<file path="src/rtl/cam_rgb565_capture_if.sv">
// -----------------------------------------------------------------------------
// cam_rgb565_capture_if
// Pixel-buffer write bus between the camera capture stage and the 7040-entry
// pixel buffer read by the HDMI output stage.
//
// Handshake: WR_EN is a one-cycle valid strobe with no ready. The buffer
// accepts a word in every cycle, so each cycle with WR_EN=1 is one completed
// write of WR_DATA to WR_ADDR. WR_ADDR and WR_DATA are only meaningful while
// WR_EN=1.
//
// Signals:
//   WR_EN    1       write strobe, one clk wide
//   WR_ADDR  ADDR_W  buffer write address
//   WR_DATA  16      RGB565 word {R[4:0],G[5:0],B[4:0]}
// Modports:
//   master   driven by the capture stage
//   slave    seen by the pixel buffer
// -----------------------------------------------------------------------------
`timescale 1ns/1ps
interface cam_rgb565_capture_if #(
  parameter int ADDR_W = 13
) ();
  logic              WR_EN;
  logic [ADDR_W-1:0] WR_ADDR;
  logic [15:0]       WR_DATA;

  modport master (
    output WR_EN,
    output WR_ADDR,
    output WR_DATA
  );

  modport slave (
    input WR_EN,
    input WR_ADDR,
    input WR_DATA
  );
endinterface

</file>
<file path="src/rtl/cam_rgb565_capture.sv">
// -----------------------------------------------------------------------------
// cam_rgb565_capture
// Samples an 8-bit parallel camera bus (PCLK/VSYNC/HREF/DATA) in the system
// clock domain, pairs consecutive bytes of a line into RGB565 words and writes
// them into the pixel buffer at an auto-incrementing address that wraps at
// BUF_DEPTH-1. BUFFER_EN goes high with the first stored pixel and stays high
// until reset, releasing the HDMI timing generator.
//
// Parameters:
//   BUF_DEPTH    number of buffer entries (address wraps at BUF_DEPTH-1)
//   ADDR_W       write address width, 2**ADDR_W >= BUF_DEPTH
//   SYNC_STAGES  synchronizer depth on every camera input (>= 2)
//
// Ports:
//   clk          system/pixel clock
//   rst_n        synchronous active-low reset
//   CAM_PCLK     camera pixel clock, sampled as data
//   CAM_VSYNC    frame sync, high between frames
//   CAM_HREF     line valid
//   CAM_DATA     camera byte, valid on CAM_PCLK rising edge
//   wr_bus       buffer write bus (WR_EN / WR_ADDR / WR_DATA), master side
//   BUFFER_EN    sticky, set by the first write
//   FRAME_DONE   one-cycle pulse at the end of each captured frame
//   o_dbg_state  current capture state (IDLE=0, SYNC=1, ACTIVE=2)
//
// Timing: with E the clk cycle in which a second-byte PCLK rise is detected,
// WR_EN/WR_DATA/WR_ADDR are valid in E+1 and WR_ADDR advances in E+2.
// -----------------------------------------------------------------------------
`timescale 1ns/1ps
module cam_rgb565_capture #(
  parameter int BUF_DEPTH   = 7040,
  parameter int ADDR_W      = 13,
  parameter int SYNC_STAGES = 2
) (
  input  logic                         clk,
  input  logic                         rst_n,
  input  logic                         CAM_PCLK,
  input  logic                         CAM_VSYNC,
  input  logic                         CAM_HREF,
  input  logic [7:0]                   CAM_DATA,
  cam_rgb565_capture_if.master         wr_bus,
  output logic                         BUFFER_EN,
  output logic                         FRAME_DONE,
  output logic [1:0]                   o_dbg_state
);

  typedef enum logic [1:0] {
    ST_IDLE   = 2'd0,
    ST_SYNC   = 2'd1,
    ST_ACTIVE = 2'd2
  } state_t;

  localparam logic [ADDR_W-1:0] LAST_ADDR = ADDR_W'(BUF_DEPTH - 1);

  // ---------------------------------------------------------------------------
  // Input synchronizers. All four inputs share one depth so that a byte and
  // the PCLK edge that qualifies it leave the chains in the same cycle.
  // ---------------------------------------------------------------------------
  logic [SYNC_STAGES-1:0] r_pclk_sync;
  logic [SYNC_STAGES-1:0] r_vs_sync;
  logic [SYNC_STAGES-1:0] r_href_sync;
  logic [7:0]             r_data_sync [SYNC_STAGES];

  always_ff @(posedge clk) begin
    if (!rst_n) begin
      r_pclk_sync <= '0;
      r_vs_sync   <= '0;
      r_href_sync <= '0;
      for (int i = 0; i < SYNC_STAGES; i++) begin
        r_data_sync[i] <= 8'h00;
      end
    end else begin
      r_pclk_sync    <= {r_pclk_sync[SYNC_STAGES-2:0], CAM_PCLK};
      r_vs_sync      <= {r_vs_sync[SYNC_STAGES-2:0],   CAM_VSYNC};
      r_href_sync    <= {r_href_sync[SYNC_STAGES-2:0], CAM_HREF};
      r_data_sync[0] <= CAM_DATA;
      for (int i = 1; i < SYNC_STAGES; i++) begin
        r_data_sync[i] <= r_data_sync[i-1];
      end
    end
  end

  logic       w_pclk_s;
  logic       w_vs_s;
  logic       w_href_s;
  logic [7:0] w_data_s;

  assign w_pclk_s = r_pclk_sync[SYNC_STAGES-1];
  assign w_vs_s   = r_vs_sync[SYNC_STAGES-1];
  assign w_href_s = r_href_sync[SYNC_STAGES-1];
  assign w_data_s = r_data_sync[SYNC_STAGES-1];

  // ---------------------------------------------------------------------------
  // Edge detection on the synchronized strobes
  // ---------------------------------------------------------------------------
  logic r_pclk_d;
  logic r_vs_d;

  always_ff @(posedge clk) begin
    if (!rst_n) begin
      r_pclk_d <= 1'b0;
      r_vs_d   <= 1'b0;
    end else begin
      r_pclk_d <= w_pclk_s;
      r_vs_d   <= w_vs_s;
    end
  end

  logic w_pclk_rise;
  logic w_vs_rise;
  logic w_vs_fall;

  assign w_pclk_rise = w_pclk_s & ~r_pclk_d;
  assign w_vs_rise   = w_vs_s   & ~r_vs_d;
  assign w_vs_fall   = ~w_vs_s  &  r_vs_d;

  // ---------------------------------------------------------------------------
  // Capture state machine: state register
  // ---------------------------------------------------------------------------
  state_t r_state;
  state_t w_state_nxt;
  logic   r_phase;       // 0: next byte is the high byte, 1: low byte
  logic   w_phase_nxt;
  logic   w_hi_load;     // latch current byte as the high byte
  logic   w_wr_fire;     // second byte of a pair seen: write next cycle
  logic   w_done_nxt;    // frame ended: pulse FRAME_DONE next cycle
  logic   w_enter_active;

  always_ff @(posedge clk) begin
    if (!rst_n) begin
      r_state <= ST_IDLE;
      r_phase <= 1'b0;
    end else begin
      r_state <= w_state_nxt;
      r_phase <= w_phase_nxt;
    end
  end

  // ---------------------------------------------------------------------------
  // Capture state machine: next state and per-cycle decisions
  // ---------------------------------------------------------------------------
  always_comb begin
    w_state_nxt    = r_state;
    w_phase_nxt    = 1'b0;
    w_hi_load      = 1'b0;
    w_wr_fire      = 1'b0;
    w_done_nxt     = 1'b0;
    w_enter_active = 1'b0;

    case (r_state)
      // Starting on a VSYNC rise guarantees the first frame is captured whole.
      ST_IDLE: begin
        if (w_vs_rise) begin
          w_state_nxt = ST_SYNC;
        end
      end

      ST_SYNC: begin
        if (w_vs_fall) begin
          w_state_nxt    = ST_ACTIVE;
          w_enter_active = 1'b1;
        end
      end

      ST_ACTIVE: begin
        // HREF low drops any dangling high byte so each line pairs from its
        // first byte.
        if (w_href_s) begin
          w_phase_nxt = r_phase;
          if (w_pclk_rise) begin
            if (r_phase) begin
              w_wr_fire   = 1'b1;
              w_phase_nxt = 1'b0;
            end else begin
              w_hi_load   = 1'b1;
              w_phase_nxt = 1'b1;
            end
          end
        end
        // A VSYNC rise ends the frame; a write detected in the same cycle is
        // still issued, only the state change takes priority.
        if (w_vs_rise) begin
          w_done_nxt  = 1'b1;
          w_state_nxt = ST_SYNC;
          w_phase_nxt = 1'b0;
        end
      end

      default: begin
        w_state_nxt = ST_IDLE;
      end
    endcase
  end

  // ---------------------------------------------------------------------------
  // Datapath and registered outputs
  // ---------------------------------------------------------------------------
  logic [7:0]        r_hi;
  logic              r_wr_en;
  logic [15:0]       r_wr_data;
  logic [ADDR_W-1:0] r_addr;
  logic              r_buf_en;
  logic              r_frame_done;

  always_ff @(posedge clk) begin
    if (!rst_n) begin
      r_hi         <= 8'h00;
      r_wr_en      <= 1'b0;
      r_wr_data    <= 16'h0000;
      r_addr       <= '0;
      r_buf_en     <= 1'b0;
      r_frame_done <= 1'b0;
    end else begin
      if (w_hi_load) begin
        r_hi <= w_data_s;
      end

      r_wr_en <= w_wr_fire;
      if (w_wr_fire) begin
        r_wr_data <= {r_hi, w_data_s};
      end

      // The address stays on the written location during the strobe and
      // moves one cycle later; entering a new frame restarts it at 0.
      if (w_enter_active) begin
        r_addr <= '0;
      end else if (r_wr_en) begin
        if (r_addr == LAST_ADDR) begin
          r_addr <= '0;
        end else begin
          r_addr <= r_addr + ADDR_W'(1);
        end
      end

      r_buf_en     <= r_buf_en | w_wr_fire;
      r_frame_done <= w_done_nxt;
    end
  end

  assign wr_bus.WR_EN   = r_wr_en;
  assign wr_bus.WR_ADDR = r_addr;
  assign wr_bus.WR_DATA = r_wr_data;
  assign BUFFER_EN      = r_buf_en;
  assign FRAME_DONE     = r_frame_done;
  assign o_dbg_state    = r_state;

endmodule
</file>
<file path="src/flat_wrapper.sv">
// flat-port wrapper written by rule: the top's interface ports become plain ports
module cam_rgb565_capture_flat 
#(
  parameter int BUF_DEPTH   = 7040,
  parameter int ADDR_W      = 13,
  parameter int SYNC_STAGES = 2
)
  (clk, rst_n, CAM_PCLK, CAM_VSYNC, CAM_HREF, CAM_DATA, BUFFER_EN, FRAME_DONE, o_dbg_state, wr_bus_WR_EN, wr_bus_WR_ADDR, wr_bus_WR_DATA);
  cam_rgb565_capture_if #(.ADDR_W(ADDR_W)) wr_bus_i ();
  input  logic clk;
  input  logic rst_n;
  input  logic CAM_PCLK;
  input  logic CAM_VSYNC;
  input  logic CAM_HREF;
  input  logic [7:0] CAM_DATA;
  output logic BUFFER_EN;
  output logic FRAME_DONE;
  output logic [1:0] o_dbg_state;
  output wire logic [$bits(wr_bus_i.WR_EN)-1:0] wr_bus_WR_EN;
  output wire logic [$bits(wr_bus_i.WR_ADDR)-1:0] wr_bus_WR_ADDR;
  output wire logic [$bits(wr_bus_i.WR_DATA)-1:0] wr_bus_WR_DATA;
  assign wr_bus_WR_EN = wr_bus_i.WR_EN;
  assign wr_bus_WR_ADDR = wr_bus_i.WR_ADDR;
  assign wr_bus_WR_DATA = wr_bus_i.WR_DATA;
  cam_rgb565_capture #(.BUF_DEPTH(BUF_DEPTH), .ADDR_W(ADDR_W), .SYNC_STAGES(SYNC_STAGES)) u_core (.clk(clk), .rst_n(rst_n), .CAM_PCLK(CAM_PCLK), .CAM_VSYNC(CAM_VSYNC), .CAM_HREF(CAM_HREF), .CAM_DATA(CAM_DATA), .wr_bus(wr_bus_i), .BUFFER_EN(BUFFER_EN), .FRAME_DONE(FRAME_DONE), .o_dbg_state(o_dbg_state));
endmodule
</file>
<file path="config.mk">
export PLATFORM = sky130hd
export DESIGN_NAME = cam_rgb565_capture_flat
export DESIGN_NICKNAME = d
export VERILOG_FILES = /design/src/rtl/cam_rgb565_capture_if.sv /design/src/rtl/cam_rgb565_capture.sv /design/src/flat_wrapper.sv
export SDC_FILE = /design/constraint.sdc
export NUM_CORES = 1
export LEC_CHECK = 0
export BUFFER_PORTS_ARGS = -buffer_cell sky130_fd_sc_hd__clkbuf_2
export CAP_MARGIN = 25
export CORE_MARGIN = 3
export CORE_UTILIZATION = 53
export DETAILED_ROUTE_END_ITERATION = 7
export GPL_TIMING_DRIVEN = 0
export MAX_ROUTING_LAYER = met4
export PLACE_DENSITY_LB_ADDON = 0.1
export SYNTH_ARGS = -nofsm -noshare
export SYNTH_HDL_FRONTEND = slang
export SYNTH_SLANG_ARGS = --single-unit
</file>
<file path="constraint.sdc">
create_clock -name clk -period 1.6 [get_ports clk]
set_input_delay 0.24 -clock clk [delete_from_list [all_inputs] [get_ports clk]]
set_output_delay 0.24 -clock clk [all_outputs]
set_load 0.005 [all_outputs]
</file>
Yosys cells after proc, flatten, opt, wreduce, memory -nomap -nowiden --
Memory sizes are Yosys's and may differ from the RTL's. Cells that the tools add are included.
Word-level totals: word-level logic and storage cells 57, bits in writable memories 16, output and inout bits 34, input port bits 13, flip-flop bits (word level) 51, ROM bits 0, latch bits 0, memories kept 1
Cells by class: add/sub/neg operators 1, muxes and demuxes 19, shift-type cells 0, order comparisons 0, reductions and logical operators 6, bitwise logic cells 12, equality and inequality tests 5, divide/modulo/power cells 0, multipliers 0
Memory list:
- u_core.r_data_sync | depth 2, bits a word 8, rd ports 2, clocked after memory_dff 0, wr ports 2, RTL line cam_rgb565_capture.sv:62 | logic [7:0] r_data_sync [SYNC_STAGES];
Operators by type and width (count):
- $mux W8 | 2
- $add A13 B1 Y13 const B | 1
- $eq A13 B13 Y1 const B | 1
- $mux W1 | 13
- $mux W13 | 1
- $not A1 Y1 | 6
- $mux W2 | 2
- $ne A2 B1 Y1 const B | 2
- $pmux W2 S2 | 1
- $reduce_and A2 Y1 | 2
- $reduce_or A2 Y1 | 2
- $reduce_or A4 Y1 | 1
- $and A1 B1 Y1 | 3
- $or A1 B1 Y1 | 3
- $eq A2 B1 Y1 const B | 1
- $eq A2 B2 Y1 const B | 1
- $logic_not A2 Y1 | 1

Logic depth before layout (Yosys ltp) --
Gate-level depths: netlist of the first run.
depth after elaboration 6, gate-level depth with buffers 6, gate-level depth less buffers 5

Least setup slack after synthesis of the first run --
Ideal clock, no wire load.
path type reg2reg, start point register u_core.r_addr[0], in the netlist u_core.wr_bus.WR_ADDR[0], end point register u_core.r_addr[0], in the netlist u_core.wr_bus.WR_ADDR[0], setup time 0.118 ns, arrival 1.346 ns, path slack 0.137 ns, required time 1.482 ns, buffers on the path 0, period minus slack after synthesis 1.463 ns, stages on the path, launching flop included 6, cell sequence dfxtp_1 > ha_1 > inv_1 > or4b_1 > nand3b_1 > a21oi_1
Between the ends: word-level cells in the longest chain between the ends 2, elaborated cells on any way between the ends 3, classes of those cells add/sub (1); eq/ne (1); mux (1)
RTL lines:
- start: declaration | RTL line cam_rgb565_capture.sv:201 | logic [ADDR_W-1:0] r_addr;
- start signal: assignment | RTL line cam_rgb565_capture.sv:231 | r_addr <= r_addr + ADDR_W'(1);
- $add A13 B1 Y13 / $eq A13 B13 Y1 (equally long branches) | RTL line cam_rgb565_capture.sv:231, cam_rgb565_capture.sv:228
- $mux W13 (*) | RTL line cam_rgb565_capture.sv:228 | if (r_addr == LAST_ADDR) begin
Every way passes the cells marked *; elsewhere a longest branch is shown, timed or not. A chain may end at the register's enable or synchronous reset.

Worst setup path in the final report of the first run --
start point register u_core.r_addr[7], in the netlist u_core.wr_bus.WR_ADDR[7], end point register u_core.r_addr[0], in the netlist u_core.wr_bus.WR_ADDR[0]
Between the ends: word-level cells in the longest chain between the ends 2
RTL lines (RTL line):
- $eq A13 B13 Y1 | cam_rgb565_capture.sv:228
- $mux W13 | cam_rgb565_capture.sv:228
Every way passes these cells.

==> results of run 1 <==
[Yosys cell counts, types with 2 or more instances]
library cell	number
nand3_1	5
nor2_1	15
nor3_1	3
buf_2	5
mux2i_1	8
a21oi_1	3
and2_1	25
dfxtp_1	67
a21boi_1	16
nor2b_1	11
nor4bb_1	2
xnor2_1	9
nor4_1	4
xor2_1	3
o21a_1	2
nand2b_1	4
nand2_1	41
clkbuf_1	6
nand4_1	3
[sequential cells by signal, summed over array words and instances, names as in the netlist]
name	cells
u_core.r_href_sync	2
u_core.r_pclk_sync	2
u_core.r_vs_sync	2
u_core.wr_bus.WR_ADDR	13
u_core.r_vs_d	1
u_core.BUFFER_EN	1
u_core.o_dbg_state	2
u_core.wr_bus.WR_DATA	16
u_core.r_pclk_d	1
u_core.r_phase	1
u_core.r_data_sync	16
u_core.FRAME_DONE	1
u_core.r_hi	8
u_core.wr_bus.WR_EN	1
[worst max-delay path, cell delays in order, from the launching register on]
cell	delay [ns]
dfxtp_1	0.39
nor4bb_2	0.35
or4b_1	0.51
nand3b_1	0.12
a21oi_1	0.06
[worst max-delay path by stage]
| stage | endpoint | slack (ns) | depth (start not counted) |
|---|---|---|---|
| finish | u_core.wr_bus.WR_ADDR[0] | 0.06 | 4 |
| global route | u_core.wr_bus.WR_ADDR[1] | -0.009 | 4 |
| CTS | u_core.wr_bus.WR_ADDR[8] | 0.006 | 6 |
| detailed placement | u_core.wr_bus.WR_ADDR[8] | -0.09 | 6 |
| global placement | u_core.wr_bus.WR_ADDR[11] | -0.05 | 6 |
| floorplan | u_core.wr_bus.WR_ADDR[0] | 0.14 | 5 |
[kinds of logic after synthesis]
group           after synthesis  share of synthesized area
mux                           8                    0.03339
compound gates               21                    0.06260
fa+ha+maj                     1                   0.005216
flops                        67                     0.5592
buf+inv                      13                    0.02451
xor+xnor                     12                    0.04382
simple gates                122                     0.2713
[per-stage QoR]
step                setup TNS [ns]  std cells  hold slack (ns)
global placement           -0.4448        339           0.4135
CTS                              0        354          0.09292
finish                           0        354           0.1073
floorplan                        0        244           0.3673
global route             -0.008672        354          0.09918
detailed placement         -0.6964        339           0.4184
[where the power goes]
part           internal (uW)  leakage [uW]  switching, uW
registers               1690      0.000546           11.3
clock network            866      0.000106            592
logic                   42.0      0.000562           34.2
[layout make-up]
class | count | area (sq um) | area share
Buffer | 12 | 60.06 | 0.02047
Clock buffer | 10 | 127.6 | 0.04350
Inverter | 1 | 3.754 | 0.001279
Sequential cell | 67 | 1346 | 0.4588
Tap cell | 50 | 62.56 | 0.02132
Clock inverter | 5 | 78.83 | 0.02687
Timing Repair Buffer | 45 | 225.2 | 0.07676
Multi-Input combinational cell | 164 | 1030 | 0.3510
[layer usage]
metal  global-route usage  vias up
met5                    -        -
met2               0.2681       37
met4               0.1168        0
met3              0.04925       10
met1               0.2221      765
li1                     -      911
==> impl_results.md, run 1 <==
* Status: finished, final reports clean
* Worst-path maximum fanout at 7
* Vias in the first global route at 1597
* Routed wl met3 at roughly 190 um
* Filler instances at approximately 350
* Setup violations, final at 0
* R2R setup slack at 0.06 ns
* Top layer in use: met4
* Synth Flop Type: dfxtp_1
* GRT Residual Overflow at 0
* Syn-to-layout area delta at 22.33%
* Syn Std Cell Area at 2399 sq um
* Number of I/O port buffers at 45
* Metal-1 WL at slightly above 2 mm
* Met2 routed WL at between 1.5 and 2 mm
* N_diodes at 0
* Critical path data required time at 1.82 ns
* Area leader, netlist: dfxtp_1
* Hold Path Origin: CAM_DATA[2]
* Final setup margin at 0.06159 ns
* Cell count of the worst hold path at 2
* Total GRT Usage at 0.1833
* CTS sink cnt at 67
* Worst Skew at between 0.008 and 0.009 ns
* Clock Latency Late Sink at 0.34 ns
* Post-DP HPWL at slightly below 3 mm
* Commonest cells after routing, fill and taps aside: dfxtp_1, clkbuf_2, nand2_1, and2_1, a21boi_1
* CTS Buf Count at 9
* Yosys warnings at 0
* Total Power at 3239 uW
* Root buffer cell: clkbuf_8
* Worst vdd ir at approximately 0.00072 V
* Detail Route Antenna Nets at 0
* WL/cell at between 10 and 15 um
* Post-route cell area at 2934 sq um
* Vias at between 1500 and 2000
* Clock Path Buffers at 2
* Largest cells by area after synthesis: dfxtp_1, and2_1, nand2_1, a21boi_1, mux2i_1
* Global-route wire length before repair at 7.100 mm
* Starting Density at 0.5748
* Setup repair bufs after CTS at 0
* Post-CTS sizing at 3
* Hold EP: u_core.r_data_sync[0][2]
* Power per cell area at ~1100 nW/um^2
* Top Ports at 47
* Relative slew slack at 0.7368
* Depth of the most critical reg-to-reg path at 4
* Initial DRC Count at 95
* Core Region at approximately 4200 sq um
* Final core occ at 0.7031
* Vias per inst at 4.867
* Lkg Pwr at roughly 0.0012 uW
* Share of cells above drive strength 1 at 0.2434
* Crit path DAT at approximately 1.8 ns
* RR Startpoint: u_core.wr_bus.WR_ADDR[7]
* Die area at ~5400 sq um
* Die height at ~73 um
* Largest net degree at the start of global routing at 12
* Placer Congestion at a little under 0.9
* Die W at between 70 and 80 um
* Pre-CTS WS at -0.09035 ns
* Final period util at 0.9615
* Synth unique cells at 31
* Critical path class: flop to flop
* Most common cell after layout, fill and taps aside: dfxtp_1
* Crit Reg-Reg Endpoint: u_core.wr_bus.WR_ADDR[0]
* Yosys top cell area share at 0.5592
* H-tree levels at 3
* Final Hold Vio Count at 0
* Area post-placement at around 2700 sq um
* Worst setup path start: u_core.wr_bus.WR_ADDR[7]
* Clk slew on worst S/H paths at roughly 0.07 ns
* Syn avg cell area at between 9 and 10 sq um
* Fin. max-slew vios at 0
* #FFs+latches synth at 67
* Post-Syn Instances at 244
* Slew @ Worst Pin at around 0.4 ns
* Post-CTS Hold Buffers at 0
* Crit start category: flop
* CTS tree: built
* Initial antenna violation count at 0
* Max Cap Viol at 0
* Async SR Flop Fraction at 0
* EDFF count, synth at 0
* Register area share after synthesis at 0.5592
* Fin crit period at about 1.5 ns
* Rows at 23
* DRC Markers at 0
* Hold crit path type: input pin to flop
* Final nets at ~310
* Critical Path End Type: flop
* Fmax at approximately 650 MHz
* Routed wire length at about 4.2 mm
* Synthesized Nets at 258
* DRT Pass-1 Iters at 4
No activity file was read; power rests on OpenSTA's default activity.
==> run 2, diff against run 1 <==
--- a/config.mk
+++ b/config.mk
@@ -5,10 +5,11 @@
 export SDC_FILE = /design/constraint.sdc
 export NUM_CORES = 1
 export LEC_CHECK = 0
+export ABC_AREA = 1
 export BUFFER_PORTS_ARGS = -buffer_cell sky130_fd_sc_hd__clkbuf_2
 export CAP_MARGIN = 25
 export CORE_MARGIN = 3
-export CORE_UTILIZATION = 53
+export CORE_UTILIZATION = 54
 export DETAILED_ROUTE_END_ITERATION = 7
 export GPL_TIMING_DRIVEN = 0
 export MAX_ROUTING_LAYER = met4
==> run 2 against run 1 <==
Die area is 2.7% higher. Power hardly changed. Combinational power increased by 24%. Synthesized area is 4.9% higher. Critical path type unchanged. Highest routed layer unchanged. Count of clock-buffer cells in the layout is 1 higher.
==> impl_results.md, run 2 <==
* Most common cell after layout, fill and taps aside: nor2_1 (was dfxtp_1)
* Post-Syn Instances at 326 (was 244)
* Depth of the most critical reg-to-reg path at 7 (was 4)
* Worst path top cell family by delay: simple AND/OR/NAND/NOR gates (unchanged)
* EDFF count, synth at 0 (unchanged)
* Syn avg cell area at 7.718 sq um (was 9.830 sq um)
* Synth top cells by count: nor2_1, dfxtp_1, nand2_1 (was dfxtp_1, nand2_1, and2_1)
* Critical path class: flop to flop (unchanged)
* Die W at 74.26 um (was 73.27 um)
* Register area share after synthesis at 0.5331 (was 0.5592)
* Worst Skew at 0.006111 ns (was 0.008157 ns)
* Top Ports at 47 (unchanged)
* Yosys top cell area share at 0.5331 (was 0.5592)
* Vias per inst at 4.799 (was 4.867)
* N_diodes at 0 (unchanged)
* Synth Area in XOR/XNOR at 0.01044 (was 0.04382)
* Vias at 2102 (was 1723)
* Detail Route Antenna Nets at 0 (unchanged)
* Sequential Power Share at 0.526 (was 0.527)
* Vias in the first global route at 1810 (was 1597)
* H-tree levels at 3 (unchanged)
* Setup repair bufs after CTS at 0 (unchanged)
* Total Power at 3242 uW (was 3239 uW)
* Rows at 24 (was 23)
* Total GRT Usage at 0.1905 (was 0.1833)
* Yosys warnings at 0 (unchanged)
* Placer Congestion at 0.8697 (was 0.8712)
* Syn-to-layout area delta at 19.64% (was 22.33%)
* Commonest cells after routing, fill and taps aside: nor2_1, dfxtp_1, nand2_1, inv_1, clkbuf_2 (was dfxtp_1, clkbuf_2, nand2_1, and2_1, a21boi_1)
* Clock share of power at 0.445 (was 0.450)
* Crit-path cells: ha_1, inv_1, nor2_1, nand3_1, nand2_1, nand3_1, nor2_1 (was nor4bb_2, or4b_1, nand3b_1, a21oi_1)
* Crit Reg-Reg Endpoint: u_core.wr_bus.WR_ADDR[10] (was u_core.wr_bus.WR_ADDR[0])
* Sw Pwr at 651.4 uW (was 637.1 uW)
* Largest net degree at the start of global routing at 11 (was 12)
* Die height at 74.26 um (was 73.27 um)
* Post-synthesis mux area share at 0 (was 0.03339)
* CTS tree: built (unchanged)
* Fmax at 680.9 MHz (was 650.0 MHz)
* Crit start category: flop (unchanged)
* Clock Latency Late Sink at 0.34 ns (about the same)
* R2R setup slack at 0.13 ns (was 0.06 ns)
* Cell count of the worst hold path at 3 (was 2)
* Critical Path End Type: flop (unchanged)
* Logic gate share of total power at 0.029 (was 0.024)
* Clock Path Buffers at 2 (unchanged)
* Max Cap Viol at 0 (unchanged)
* CTS sink cnt at 67 (unchanged)
* Die area at 5515 sq um (was 5368 sq um)
* Adder-Cell Fraction of Synth Area at 0.004973 (was 0.005216)
* RR Startpoint: u_core.wr_bus.WR_ADDR[0] (was u_core.wr_bus.WR_ADDR[7])
* Global-route wire length before repair at 7.810 mm (was 7.100 mm)
* Main combinational cell family by area after synthesis: simple AND/OR/NAND/NOR gates (unchanged)
* Hold EP: u_core.r_vs_sync[0] (was u_core.r_data_sync[0][2])
* Routed wire length at 4.674 mm (was 4.224 mm)
* Synth unique cells at 29 (was 31)
* GRT Residual Overflow at 0 (unchanged)
* Final Hold Vio Count at 0 (unchanged)
* Synth Area in Compound Gates at 0.06514 (was 0.06260)
* Setup_tns at 0 ns (unchanged)
* Clk slew on worst S/H paths at 0.07 ns (about the same)
* Slew @ Worst Pin at 0.4036 ns (was 0.3948 ns)
* Fin. max-slew vios at 0 (unchanged)
* Synth Flop Type: dfxtp_1 (unchanged)
* Number of I/O port buffers at 46 (was 45)
* Critical path data required time at 1.88 ns (was 1.82 ns)
* CTS Buf Count at 9 (unchanged)
* Final nets at 397 (was 314)
* Core Region at 4414 sq um (was 4173 sq um)
* Crit path DAT at 1.74 ns (was 1.76 ns)
* Hold Path Origin: CAM_VSYNC (was CAM_DATA[2])
* Initial antenna violation count at 0 (unchanged)
* Post-Synth Simple-Gate Area at 0.2849 (was 0.2713)
* Worst-path maximum fanout at 5 (was 7)
* Area leader, netlist: dfxtp_1 (unchanged)
* Top-count cell post-synth: nor2_1 (was dfxtp_1)
* Share of cells above drive strength 1 at 0.2021 (was 0.2434)
* RSZ-0062 raised after global routing: false
* Sw frac at 0.2009 (was 0.1967)
* Hold crit path type: input pin to flop (unchanged)
* Final period util at 0.9178 (was 0.9615)
* Fin crit period at 1.469 ns (was 1.538 ns)
* Lkg Pwr at 0.001475 uW (was 0.001214 uW)
* Initial DRC Count at 156 (was 95)
* Largest cells by area after synthesis: dfxtp_1, nor2_1, nand2_1, inv_1, o21ai_0 (was dfxtp_1, and2_1, nand2_1, a21boi_1, mux2i_1)
* Async SR Flop Fraction at 0 (unchanged)
* Power per cell area at 1077 nW/um^2 (was 1104 nW/um^2)
* Worst vdd ir at 0.0008512 V (was 0.0007194 V)
* Post-DP HPWL at 3.377 mm (was 2.965 mm)
* Synthesized Nets at 340 (was 258)
* #FFs+latches synth at 67 (unchanged)
* WP buf/inv at 1 (was 0)
* Setup violations, final at 0 (unchanged)
* Root buffer cell: clkbuf_8 (unchanged)
* Critical-path top delay cell: dfxtp_1 (was or4b_1)
* P_int at 2591 uW (was 2602 uW)
* WL/cell at 10.67 um (was 11.93 um)
* Syn Std Cell Area at 2516 sq um (was 2399 sq um)
* Status: finished, final reports clean (unchanged)
* DRT Pass-1 Iters at 4 (unchanged)
* Relative slew slack at 0.7310 (was 0.7368)
* DRC Markers at 0 (unchanged)
* Starting Density at 0.5700 (was 0.5748)
* Worst path max stage delay at 0.41 ns (was 0.51 ns)
==> run 2: worst max path at each step <==
stage	startpoint	endpoint	slack, ns	cells after the start
5_1_grt	u_core.wr_bus.WR_ADDR[0]	u_core.wr_bus.WR_ADDR[11]	0.03	6
3_5_place_dp	u_core.wr_bus.WR_ADDR[0]	u_core.wr_bus.WR_ADDR[11]	0.16	6
4_1_cts	u_core.wr_bus.WR_ADDR[0]	u_core.wr_bus.WR_ADDR[11]	0.11	6
3_3_place_gp	u_core.wr_bus.WR_ADDR[0]	u_core.wr_bus.WR_ADDR[11]	0.19	6
6_report	u_core.wr_bus.WR_ADDR[0]	u_core.wr_bus.WR_ADDR[10]	0.13	7
2_1_floorplan	u_core.wr_bus.WR_ADDR[0]	u_core.wr_bus.WR_ADDR[5]	0.37	6
==> run 2: repair_timing <==
item                       4_1_cts  5_1_grt
gates resized for setup          0        1
hold buffers                     0        0
setup endpoints to repair        0        3
==> run 2: final cells by class <==
cell class              count  area, sq um
flip-flops and latches     67         1341
plain buffers               8        57.56
inverters                  51        197.7
repair buffers             46        230.2
multi-input cells         200        922.1
fillers                   399         1404
well taps                  52        65.06
clock inverters             3        65.06
clock buffers              11        131.4
==> run 2: power by group through the flow <==
stage                     logic [uW]  clock network (uW)  registers [uW]
after floorplan                 62.0                   0            1740
after global placement          93.3                   0            1740
after detailed placement        96.0                   0            1740
after CTS                       96.5                1470            1710
after global routing             111                1550            1710
final                           94.7                1440            1710
==> run 2: logic make-up (layout without fill, tap and decap cells) <==
family,Yosys count,in the layout
flip-flops,67,67
adder cells (fa/ha/maj),1,1
AND/OR/NAND/NOR,164,164
XOR/XNOR,3,3
buffers and inverters,59,119
AO/OA/AOI/OAI,32,32
==> run 2: routing by layer <==
layer  share of wire  global-route usage  vias to the layer above
li1                -                   -                     1121
met1            0.47              0.2366                      905
met2            0.44              0.2825                       58
met3           0.060             0.05135                       18
met4           0.027              0.1008                        0
met5               0                   -                        -
==> run 2: tightest hold or removal path: cells and delay by family <==
family | cells | cell delay, ns
buf+inv | 2 | 0.11
simple gates | 1 | 0.04
==> run 2: per-stage QoR <==
step | instance area, sq um | setup WS, ns | cells | hold slack (ns) | utilization
2_1_floorplan | 2516 | 0.3681 | 326 | 0.3376 | -
3_3_place_gp | 2811 | 0.1948 | 424 | 0.3932 | 0.6369
3_5_place_dp | 2811 | 0.1586 | 424 | 0.3975 | 0.6369
4_1_cts | 3008 | 0.1127 | 438 | 0.07091 | 0.6814
5_1_grt | 3010 | 0.03063 | 438 | 0.09118 | 0.6820
6_report | 3010 | 0.1315 | 438 | 0.07713 | 0.6820
